### config.mk
export PLATFORM = sky130hd
export DESIGN_NAME = uart_tx_frame
export DESIGN_NICKNAME = d
export VERILOG_FILES = /design/src/rtl/uart_pkg.sv /design/src/rtl/uart_tx_fifo.sv /design/src/rtl/uart_tx_frame.sv
export SDC_FILE = /design/constraint.sdc
export NUM_CORES = 1
export LEC_CHECK = 0
export CAP_MARGIN = 20
export CORE_ASPECT_RATIO = 0.75
export CORE_MARGIN = 10
export CORE_UTILIZATION = 34
export CTS_CLUSTER_DIAMETER = 150
export CTS_CLUSTER_SIZE = 8
export DETAILED_ROUTE_END_ITERATION = 12
export HOLD_SLACK_MARGIN = 0.05
export REMOVE_ABC_BUFFERS = 1
export SYNTH_ARGS = -nofsm -noshare
export SYNTH_HDL_FRONTEND = slang
export SYNTH_SLANG_ARGS = --single-unit
### constraint.sdc
create_clock -name sys_clk -period 3.7 [get_ports sys_clk]
set_input_delay 1.11 -clock sys_clk [delete_from_list [all_inputs] [get_ports sys_clk]]
set_output_delay 1.11 -clock sys_clk [all_outputs]
set_load 0.03 [all_outputs]
### src/rtl/uart_pkg.sv
// Shared definitions for the UART transmit path (and the matching receiver):
// parity encodings, FSM state type and constant helpers.
package uart_pkg;

    localparam int PAR_NONE = 0;
    localparam int PAR_ODD  = 1;
    localparam int PAR_EVEN = 2;

    typedef enum logic [2:0] {
        ST_IDLE   = 3'd0,
        ST_START  = 3'd1,
        ST_DATA   = 3'd2,
        ST_PARITY = 3'd3,
        ST_STOP   = 3'd4
    } tx_state_e;

    function automatic logic [29:0] baud_cnt_max(input logic [29:0] clk, input logic [29:0] bps);
        return clk / bps;
    endfunction

    // Data is zero-extended to 9 bits, which leaves the XOR reduction unchanged.
    function automatic logic parity_bit(input logic [8:0] data, input int mode);
        logic ones;
        ones = ^data;
        case (mode)
            PAR_ODD:  return ~ones;
            PAR_EVEN: return ones;
            default:  return 1'b0;
        endcase
    endfunction

endpackage

### src/rtl/uart_tx_fifo.sv
// Word buffer in front of the serialiser: synchronous FIFO with count-based
// full/empty and naturally wrapping pointers.
module uart_tx_fifo #(
    parameter int WIDTH = 8,
    parameter int DEPTH = 4
) (
    input  logic                     clk,
    input  logic                     rst_n,
    input  logic                     wr_en,
    input  logic [WIDTH-1:0]         wr_data,
    input  logic                     rd_en,
    output logic [WIDTH-1:0]         rd_data,
    output logic                     full,
    output logic                     empty,
    output logic [$clog2(DEPTH):0]   count
);

    localparam int AW = $clog2(DEPTH);

    logic [WIDTH-1:0] mem_r [DEPTH];
    logic [AW-1:0]    wr_ptr_r;
    logic [AW-1:0]    rd_ptr_r;
    logic [AW:0]      count_r;
    logic             wr_ok_s;
    logic             rd_ok_s;

    assign full    = (count_r == (AW+1)'(DEPTH));
    assign empty   = (count_r == (AW+1)'(0));
    assign count   = count_r;
    assign rd_data = mem_r[rd_ptr_r];

    // A write while full is dropped even if a pop happens in the same cycle.
    assign wr_ok_s = wr_en && !full;
    assign rd_ok_s = rd_en && !empty;

    // Storage array; contents need no reset since count gates every read.
    always_ff @(posedge clk) begin
        if (wr_ok_s) begin
            mem_r[wr_ptr_r] <= wr_data;
        end
    end

    // Pointers and occupancy.
    always_ff @(posedge clk or negedge rst_n) begin
        if (!rst_n) begin
            wr_ptr_r <= '0;
            rd_ptr_r <= '0;
            count_r  <= '0;
        end else begin
            if (wr_ok_s) begin
                wr_ptr_r <= wr_ptr_r + AW'(1);
            end
            if (rd_ok_s) begin
                rd_ptr_r <= rd_ptr_r + AW'(1);
            end
            case ({wr_ok_s, rd_ok_s})
                2'b10:   count_r <= count_r + (AW+1)'(1);
                2'b01:   count_r <= count_r - (AW+1)'(1);
                default: count_r <= count_r;
            endcase
        end
    end

endmodule

### src/rtl/uart_tx_frame.sv
// Parametrised UART transmitter: FIFO-buffered words serialised as
// start / data / optional parity / stop frames, sent back-to-back.
module uart_tx_frame
    import uart_pkg::*;
#(
    parameter logic [29:0] UART_BPS   = 30'd9600,
    parameter logic [29:0] CLK_FREQ   = 30'd50_000_000,
    parameter int          DATA_BITS  = 8,
    parameter int          PARITY     = 0,
    parameter int          STOP_BITS  = 1,
    parameter int          FIFO_DEPTH = 4
) (
    input  logic                 sys_clk,
    input  logic                 sys_rst,
    input  logic [DATA_BITS-1:0] pi_data,
    input  logic                 pi_flag,
    output logic                 po_ready,
    output logic                 po_busy,
    output logic                 po_overflow,
    output logic                 tx_wire
);

    localparam int BAUD_MAX = int'(baud_cnt_max(CLK_FREQ, UART_BPS));
    localparam int BW       = (BAUD_MAX > 1) ? $clog2(BAUD_MAX) : 1;
    localparam int CW       = $clog2(FIFO_DEPTH) + 1;

    tx_state_e            state_r, state_next_s;
    logic [BW-1:0]        baud_cnt_r, baud_next_s;
    logic [3:0]           bit_cnt_r, bit_cnt_next_s;
    logic [DATA_BITS-1:0] shift_r, shift_next_s;
    logic                 par_r, par_next_s;
    logic                 tx_r, tx_next_s;
    logic                 busy_r, busy_next_s;
    logic                 ovf_r;
    logic                 bit_end_s;
    logic                 pop_s;
    logic                 wr_ok_s;
    logic                 nonempty_next_s;
    logic [DATA_BITS-1:0] fifo_data_s;
    logic                 fifo_full_s;
    logic                 fifo_empty_s;
    logic [CW-1:0]        fifo_count_s;

    uart_tx_fifo #(
        .WIDTH (DATA_BITS),
        .DEPTH (FIFO_DEPTH)
    ) u_fifo (
        .clk     (sys_clk),
        .rst_n   (sys_rst),
        .wr_en   (pi_flag),
        .wr_data (pi_data),
        .rd_en   (pop_s),
        .rd_data (fifo_data_s),
        .full    (fifo_full_s),
        .empty   (fifo_empty_s),
        .count   (fifo_count_s)
    );

    assign bit_end_s = (baud_cnt_r == BW'(BAUD_MAX - 1));
    assign wr_ok_s   = pi_flag && !fifo_full_s;

    // Busy must rise on the accepting edge, so it tracks next-cycle occupancy.
    assign nonempty_next_s = wr_ok_s || (fifo_count_s > CW'(1)) ||
                             ((fifo_count_s == CW'(1)) && !pop_s);

    // Next-state, datapath and line-level decode.
    always_comb begin
        state_next_s   = state_r;
        bit_cnt_next_s = bit_cnt_r;
        shift_next_s   = shift_r;
        par_next_s     = par_r;
        tx_next_s      = tx_r;
        pop_s          = 1'b0;
        if ((state_r == ST_IDLE) || bit_end_s) begin
            baud_next_s = '0;
        end else begin
            baud_next_s = baud_cnt_r + BW'(1);
        end
        case (state_r)
            ST_IDLE: begin
                if (!fifo_empty_s) begin
                    pop_s        = 1'b1;
                    state_next_s = ST_START;
                    shift_next_s = fifo_data_s;
                    par_next_s   = parity_bit(9'(fifo_data_s), PARITY);
                    tx_next_s    = 1'b0;
                end else begin
                    tx_next_s = 1'b1;
                end
            end
            ST_START: begin
                if (bit_end_s) begin
                    state_next_s   = ST_DATA;
                    bit_cnt_next_s = 4'd0;
                    tx_next_s      = shift_r[0];
                end else begin
                    tx_next_s = 1'b0;
                end
            end
            ST_DATA: begin
                if (bit_end_s) begin
                    if (bit_cnt_r == 4'(DATA_BITS - 1)) begin
                        bit_cnt_next_s = 4'd0;
                        if (PARITY != PAR_NONE) begin
                            state_next_s = ST_PARITY;
                            tx_next_s    = par_r;
                        end else begin
                            state_next_s = ST_STOP;
                            tx_next_s    = 1'b1;
                        end
                    end else begin
                        bit_cnt_next_s = bit_cnt_r + 4'd1;
                        shift_next_s   = shift_r >> 1;
                        tx_next_s      = shift_r[1];
                    end
                end else begin
                    tx_next_s = tx_r;
                end
            end
            ST_PARITY: begin
                if (bit_end_s) begin
                    state_next_s   = ST_STOP;
                    bit_cnt_next_s = 4'd0;
                    tx_next_s      = 1'b1;
                end else begin
                    tx_next_s = par_r;
                end
            end
            ST_STOP: begin
                if (bit_end_s && (bit_cnt_r == 4'(STOP_BITS - 1))) begin
                    if (!fifo_empty_s) begin
                        pop_s        = 1'b1;
                        state_next_s = ST_START;
                        shift_next_s = fifo_data_s;
                        par_next_s   = parity_bit(9'(fifo_data_s), PARITY);
                        tx_next_s    = 1'b0;
                    end else begin
                        state_next_s = ST_IDLE;
                        tx_next_s    = 1'b1;
                    end
                end else if (bit_end_s) begin
                    bit_cnt_next_s = bit_cnt_r + 4'd1;
                    tx_next_s      = 1'b1;
                end else begin
                    tx_next_s = 1'b1;
                end
            end
            default: begin
                state_next_s = ST_IDLE;
                tx_next_s    = 1'b1;
            end
        endcase
        busy_next_s = (state_next_s != ST_IDLE) || nonempty_next_s;
    end

    // State and output registers; reset abandons any frame in flight.
    always_ff @(posedge sys_clk or negedge sys_rst) begin
        if (!sys_rst) begin
            state_r    <= ST_IDLE;
            baud_cnt_r <= '0;
            bit_cnt_r  <= 4'd0;
            shift_r    <= '0;
            par_r      <= 1'b0;
            tx_r       <= 1'b1;
            busy_r     <= 1'b0;
            ovf_r      <= 1'b0;
        end else begin
            state_r    <= state_next_s;
            baud_cnt_r <= baud_next_s;
            bit_cnt_r  <= bit_cnt_next_s;
            shift_r    <= shift_next_s;
            par_r      <= par_next_s;
            tx_r       <= tx_next_s;
            busy_r     <= busy_next_s;
            ovf_r      <= pi_flag && fifo_full_s;
        end
    end

    assign tx_wire     = tx_r;
    assign po_busy     = busy_r;
    assign po_overflow = ovf_r;
    assign po_ready    = !fifo_full_s;

endmodule

==> Yosys cells after proc, flatten, opt, wreduce, memory -nomap -nowiden <==
Memory sizes are Yosys's and may differ from the RTL's.
Cells that the tools add are included.
{ "op_classes": {"muxes": 36, "addsub": 6, "n_eq_ne": 16, "n_reduce_logical": 24, "magnitude_cmp": 1} }
{ "op_table": {"columns": ["cell", "count"], "rows": [
  ["$mux W8", 4],
  ["$pmux W8 S3", 1],
  ["$mux W4", 5],
  ["$mux W3", 6],
  ["$pmux W3 S5", 1],
  ["$add A13 B1 Y13 const B", 1],
  ["$eq A13 B13 Y1 const B", 1],
  ["$mux W1", 13],
  ["$mux W13", 1],
  ["$pmux W4 S3", 1],
  ["$ne A2 B2 Y1 const B", 5],
  ["$reduce_bool A3 Y1", 3],
  ["$eq A3 B1 Y1 const B", 2],
  ["$eq A3 B2 Y1 const B", 2],
  ["$eq A3 B3 Y1 const B", 2],
  ["$logic_not A3 Y1", 2],
  ["$pmux W3 S2", 1],
  ["$logic_and A1 B1 Y1", 5],
  ["$pmux W1 S5", 1],
  ["$reduce_and A5 Y1", 1],
  ["$add A2 B1 Y2 const B", 2],
  ["$add A4 B1 Y4 const B", 1],
  ["$eq A4 B3 Y1 const B", 1],
  ["$logic_not A4 Y1", 1],
  ["other kinds (13)", 20]
]} }
{ "totals": {"output_inout_bits": 4, "mem_bits_rw": 32, "input_bits": 11, "word_cells": 95, "mem_count": 1, "register_bits": 39} }
{ "memory_table": {"columns": ["memory", "words", "width", "rd", "rd_clocked_by_memory_dff", "write_ports", "line_no", "source"], "rows": [
  ["u_fifo.mem_r", 4, 8, 1, 0, 1, "uart_tx_fifo.sv:20", "logic [WIDTH-1:0] mem_r [DEPTH];"]
]} }

==> Logic depth before layout (Yosys ltp) <==
{ "depth": {"depth_word": 8, "mapped_depth": 10, "ltp_nobuf": 10} }

==> By module <==
From an unflattened synthesis, not the netlist that was laid out.
{ "unflattened": {"cells_unflattened": 252, "hier_area_um2": 3294.4} }
{ "modules_own_cells": {"columns": ["mod", "cells_per_inst", "n_inst", "seq_area_each_um2", "area_per_inst_um2"], "rows": [
  ["uart_tx_frame", 172, 1, 802.0, 1710.4],
  ["uart_tx_fifo", 80, 1, 1136.1, 1584.0]
]} }

==> Worst setup path after synthesis <==
OpenSTA, ideal clock, no wires.
{ "synth_path": {"kind": "reg2reg", "from": "register bit_cnt_r[0]", "to": "register u_fifo.count_r[2], in the netlist u_fifo.count[2]", "arrival_time_ps": 2121, "path_stages_with_launch": 11, "n_path_buf": 0, "setup_ps": 125, "t_required_ps": 3575, "synth_period_minus_slack_ps": 2246, "setup_slack_ps": 1454, "cell_sequence": "dfrtp_1 > inv_1 > ha_1 > or3b_2 > o41ai_4 > nand2_1 > inv_1 > ha_1 > mux2i_1 > nor2_1 > xor2_1"} }
{ "synth_via": {"elab_chain_cells": 7, "elab_cells_between_ends": 9, "classes_between": "2 x eq/ne; 3 x mux; 4 x reduce/logical"} }
{ "synth_lines": {"columns": ["item", "line_no", "source"], "rows": [
  ["from (decl)", "uart_tx_frame.sv:29", "logic [3:0] bit_cnt_r, bit_cnt_next_s;"],
  ["from (signal assigned)", "uart_tx_frame.sv:170", "bit_cnt_r <= bit_cnt_next_s;"],
  ["$logic_not A4 Y1 (*)", "uart_tx_frame.sv:130", "if (bit_end_s && (bit_cnt_r == 4'(STOP_BITS - 1))) begin"],
  ["$logic_and A1 B1 Y1 (*)", "uart_tx_frame.sv:130", null],
  ["$mux W1 (*)", "uart_tx_frame.sv:130", null],
  ["$pmux W1 S2 (*)", "uart_tx_frame.sv:79", "case (state_r)"],
  ["$logic_and A1 B1 Y1 (*)", "uart_tx_fifo.sv:34", "assign rd_ok_s = rd_en && !empty;"],
  ["net u_fifo.rd_ok_s", "uart_tx_fifo.sv:25", "logic rd_ok_s;"],
  ["$eq A2 B1 Y1 / $eq A2 B2 Y1 (equally long branches)", "uart_tx_fifo.sv:56", "case ({wr_ok_s, rd_ok_s})"],
  ["$pmux W3 S2 / $reduce_bool A2 Y1 (equally long branches)", null, null],
  ["to (signal assigned)", "uart_tx_fifo.sv:57", "2'b10: count_r <= count_r + (AW+1)'(1);"],
  ["to (signal assigned)", "uart_tx_fifo.sv:58", "2'b01: count_r <= count_r - (AW+1)'(1);"],
  ["to (signal assigned)", "uart_tx_fifo.sv:59", "default: count_r <= count_r;"],
  ["to (decl)", "uart_tx_fifo.sv:23", "logic [AW:0] count_r;"]
]} }
Mark *: on every way through the listed nets, which the timed path passes. The rest lies on a longest branch.
A chain may end at the register's enable or synchronous reset.

==> Worst setup path in the final report <==
{ "layout_path": {"from": "register u_fifo.count_r[0], in the netlist u_fifo.count[0]", "to": "output po_ready"} }
{ "layout_via": {"elab_chain_cells": 2} }
{ "layout_lines": {"columns": ["item", "line_no", "source"], "rows": [
  ["$eq A3 B3 Y1", "uart_tx_fifo.sv:27", "assign full = (count_r == (AW+1)'(DEPTH));"],
  ["$logic_not A1 Y1", "uart_tx_frame.sv:182", "assign po_ready = !fifo_full_s;"],
  ["to (decl)", "uart_tx_frame.sv:17", "output logic po_ready,"]
]} }
Every way passes these cells.

==> results.py <==
metrics = {
    "global_route": {
        "grt_pass1_wl_um": 10400,
        "grtUsageMet3": 0.0317,
        "grt_usage": 0.0918,
        "antenna_found_initial": 0,
        "grt_use_met2": 0.128,
        "grt_busiest_layer": "met2",
        "grt_start_max_net_pins": 40,
        "met1_usage": 0.122,
        "grt_pass1_vias": 2014,
        "grt_overflow": 0,
    },
    "sta": {
        "skew_ns": 0.00595,
        "fin_crit_sh": 0.821,
        "slew_violations": 0,
        "hold_viol_final": 0,
        "rsz0062_at_grt": "no",
        "fin_setup_tns_ns": 0,
        "worst_pin_slew_ns": 0.913,
        "finalSetupViolCount": 0,
        "fin_crit_ns": 3.04,
        "relSlewSlack": 0.391,
        "fmax_mhz": 329,
    },
    "clock_tree": {
        "cts_htree_levels": 3,
        "cts_buffers": 9,
        "postCtsSetupBuffers": 0,
        "clock_latency_ns": 0.33,
        "cts_repair_resize_count": 0,
        "cts_max_path_buffers": 2,
        "root_buffer": "clkbuf_16",
        "cts.clk_slew.worst_paths_ns": 0.06,
        "cts.sinks": 71,
        "tritoncts": "done",
        "hold_buffers": 0,
    },
    "floorplanning": {
        "core-area_sq_um": 9740,
        "dieHeight_um": 107,
        "row_count": 31,
        "start_util": 0.352,
        "ios": 15,
        "dieArea_sq_um": 14500,
        "die_w_um": 136,
    },
    "route": {
        "post-route-drc-count": 0,
        "finalWirelength_um": 6070,
        "viasPerCell": 4.88,
        "drt-initial-drc-count": 92,
        "wire_per_inst_um": 15.0,
        "antenna_left": 0,
        "routed-via-count": 1983,
        "drtPass1Iterations": 4,
    },
    "pwr": {
        "swShare": 0.285,
        "power.net_switching_uw": 790,
        "p_leak_uw": 0.00158,
        "finalPower_uw": 2770,
        "pwr-share-comb": 0.244,
        "power_frac_clock": 0.329,
        "p_int_uw": 1980,
        "power_density_nw_per_um2": 694,
        "power_frac_seq": 0.427,
        "peakVddDrop_mv": 0.422,
    },
    "worst_setup_path": {
        "path_cells": "inv_1, ha_1, nand2_1, clkdlybuf4s50_1",
        "regToRegSetupSlack_ns": 1.21,
        "slowest_delay_ns": 0.70,
        "cpMaxStageDelayCell": "clkdlybuf4s50_1",
        "critPathLaunchType": "register",
        "cp_max_fo": 6,
        "critical_path_required_ns": 2.59,
        "startpoint": "u_fifo.count[0]",
        "arrival_ns": 1.93,
        "crit_type": "register to output pin",
        "rr_endpoint": "u_fifo.count[2]",
        "worstReg2RegStart": "bit_cnt_r[0]",
        "r2r_cells": 10,
        "cp-end-kind": "output pin",
    },
    "placement": {
        "dp.final_hpwl_um": 4180,
        "place_inst": 390,
        "port_buffers": 14,
        "gp_congestion": 0.766,
    },
    "synthesis": {
        "avgSynthCellArea_sq_um": 13.6,
        "ys.flop_type": "dfrtp_1",
        "ys_seq_elements": 71,
        "yosysWarnings": 0,
        "synth-async-reset-ratio": 0.549,
        "synth_xor_area_frac": 0.0332,
        "synth_edf_count": 32,
        "ys_top_cells_by_count": "38 x dfrtp_1, 32 x edfxtp_1, 14 x nor2_1",
        "synth_top_family_by_area": "simple AND/OR/NAND/NOR gates",
        "synth.distinct_cells": 57,
        "synthTopCellsByArea": "edfxtp_1 28%, dfrtp_1 28%, mux4_1 4.6%, ha_1 4.4%, mux2_2 3.3%",
        "syn_area_sq_um": 3420,
        "postSynthCellCount": 251,
        "synthSimpleGateAreaFrac": 0.136,
        "synthMuxAreaShare": 0.126,
        "synth_compound_area_frac": 0.0683,
        "ys_seq_area_frac": 0.566,
        "yosys.area.top_type": "edfxtp_1",
        "synthAdderAreaFrac": 0.0438,
        "yosysMostFrequentCell": "dfrtp_1",
        "yosysTopAreaCellShare": 0.281,
    },
    "worst_hold_path": {
        "hp-start": "baud_cnt_r[0]",
        "min_path_cells": 1,
        "worst_hold_path.endpoint": "baud_cnt_r[0]",
        "hold_class": "register to register",
    },
    "outcome": {
        "outcome": "complete, no violations",
    },
    "layout": {
        "fin_cells": 406,
        "diodes": 0,
        "final_core_util": 0.410,
        "drive_gt1_frac": 0.161,
        "syn_to_final_growth_pct": 16.6,
        "nNetsFinal": 292,
    },
    "run": {
        "maxCapViolCount": 0,
    },
}
## cells by family (layout without fill, tap and decap cells)
kind of cell / Yosys count / in the layout
mux: 26 / 26
buf+inv: 19 / 42
xor+xnor: 13 / 13
simple gates: 78 / 78
compound gates: 32 / 32
fa+ha+maj: 12 / 12
flops: 71 / 71
## state kept, by name (all words and copies together), names as in the netlist
signal / flops
state_r: 3
tx_wire: 1
shift_r: 8
u_fifo.wr_ptr_r: 2
par_r: 1
po_overflow: 1
baud_cnt_r: 13
po_busy: 1
u_fifo.count: 3
bit_cnt_r: 4
u_fifo.rd_ptr_r: 2
u_fifo.mem_r: 32
## power by group through the flow
stage / registers [uW] / logic (uW) / clock network, uW
finish: 1180 / 678 / 912
global route: 1210 / 767 / 967
CTS: 1190 / 686 / 935
detailed placement: 1200 / 682 / 0
global placement: 1190 / 669 / 0
floorplan: 1160 / 529 / 0
## metal layers
metal	share of wire	routed length [um]	vias to the layer above
met5	0	0	-
met4	0.021	130	0
met3	0.036	221	11
met2	0.44	2670	29
met1	0.50	3060	965
li1	-	-	978
## worst max-delay path, delay by kind of cell, from the launching register on
family / cells / cell delay (ns)
and+or+nand+nor: 1 / 0.15
DFF: 1 / 0.40
buffers and inverters: 2 / 0.80
adders and majority gates: 1 / 0.24
## stage by stage
stage / instance area (sq um) / hold slack (ns) / worst slack, ns
floorplan: 3380 / 0.424 / 1.45
global placement: 3680 / 0.442 / 1.07
detailed placement: 3680 / 0.447 / 1.01
CTS: 3990 / 0.454 / 0.639
global route: 3990 / 0.478 / 0.526
finish: 3990 / 0.449 / 0.663
## how the worst max path moves through the flow
stage / end / slack (ns) / cells past startpoint
floorplan: u_fifo.count[2] / 1.45 / 10
global placement: po_ready / 1.07 / 4
detailed placement: po_ready / 1.01 / 4
CTS: po_ready / 0.64 / 4
global route: po_ready / 0.53 / 4
finish: po_ready / 0.66 / 4
## area by class of cell
type                            instances  area [sq um]
Multi-Input combinational cell        161          1390
Sequential cell                        71          1940
Clock buffer                           11           233
Inverter                               12          45.0
Fill cell                             910          5740
Tap cell                              132           165
Clock inverter                          5          83.8
Timing Repair Buffer                   14           135
## cells in the final DEF (no fill, tap or decap), types with 3 or more instances in the layout
cell type and count:
a21oi_1 7, and2_1 5, and3_1 6, clkbuf_16 9, clkdlybuf4s50_1 13, dfrtp_1 38, edfxtp_1 32, ha_1 12
inv_1 12, mux2_2 10, mux2_4 7, mux4_1 6, nand2_1 11, nand3_1 6, nand4_1 5, nor2_1 14
o21ai_0 10, or2_2 3, or3_1 7, xnor2_1 7, xor2_1 6
No activity file was read; power rests on OpenSTA's default activity.
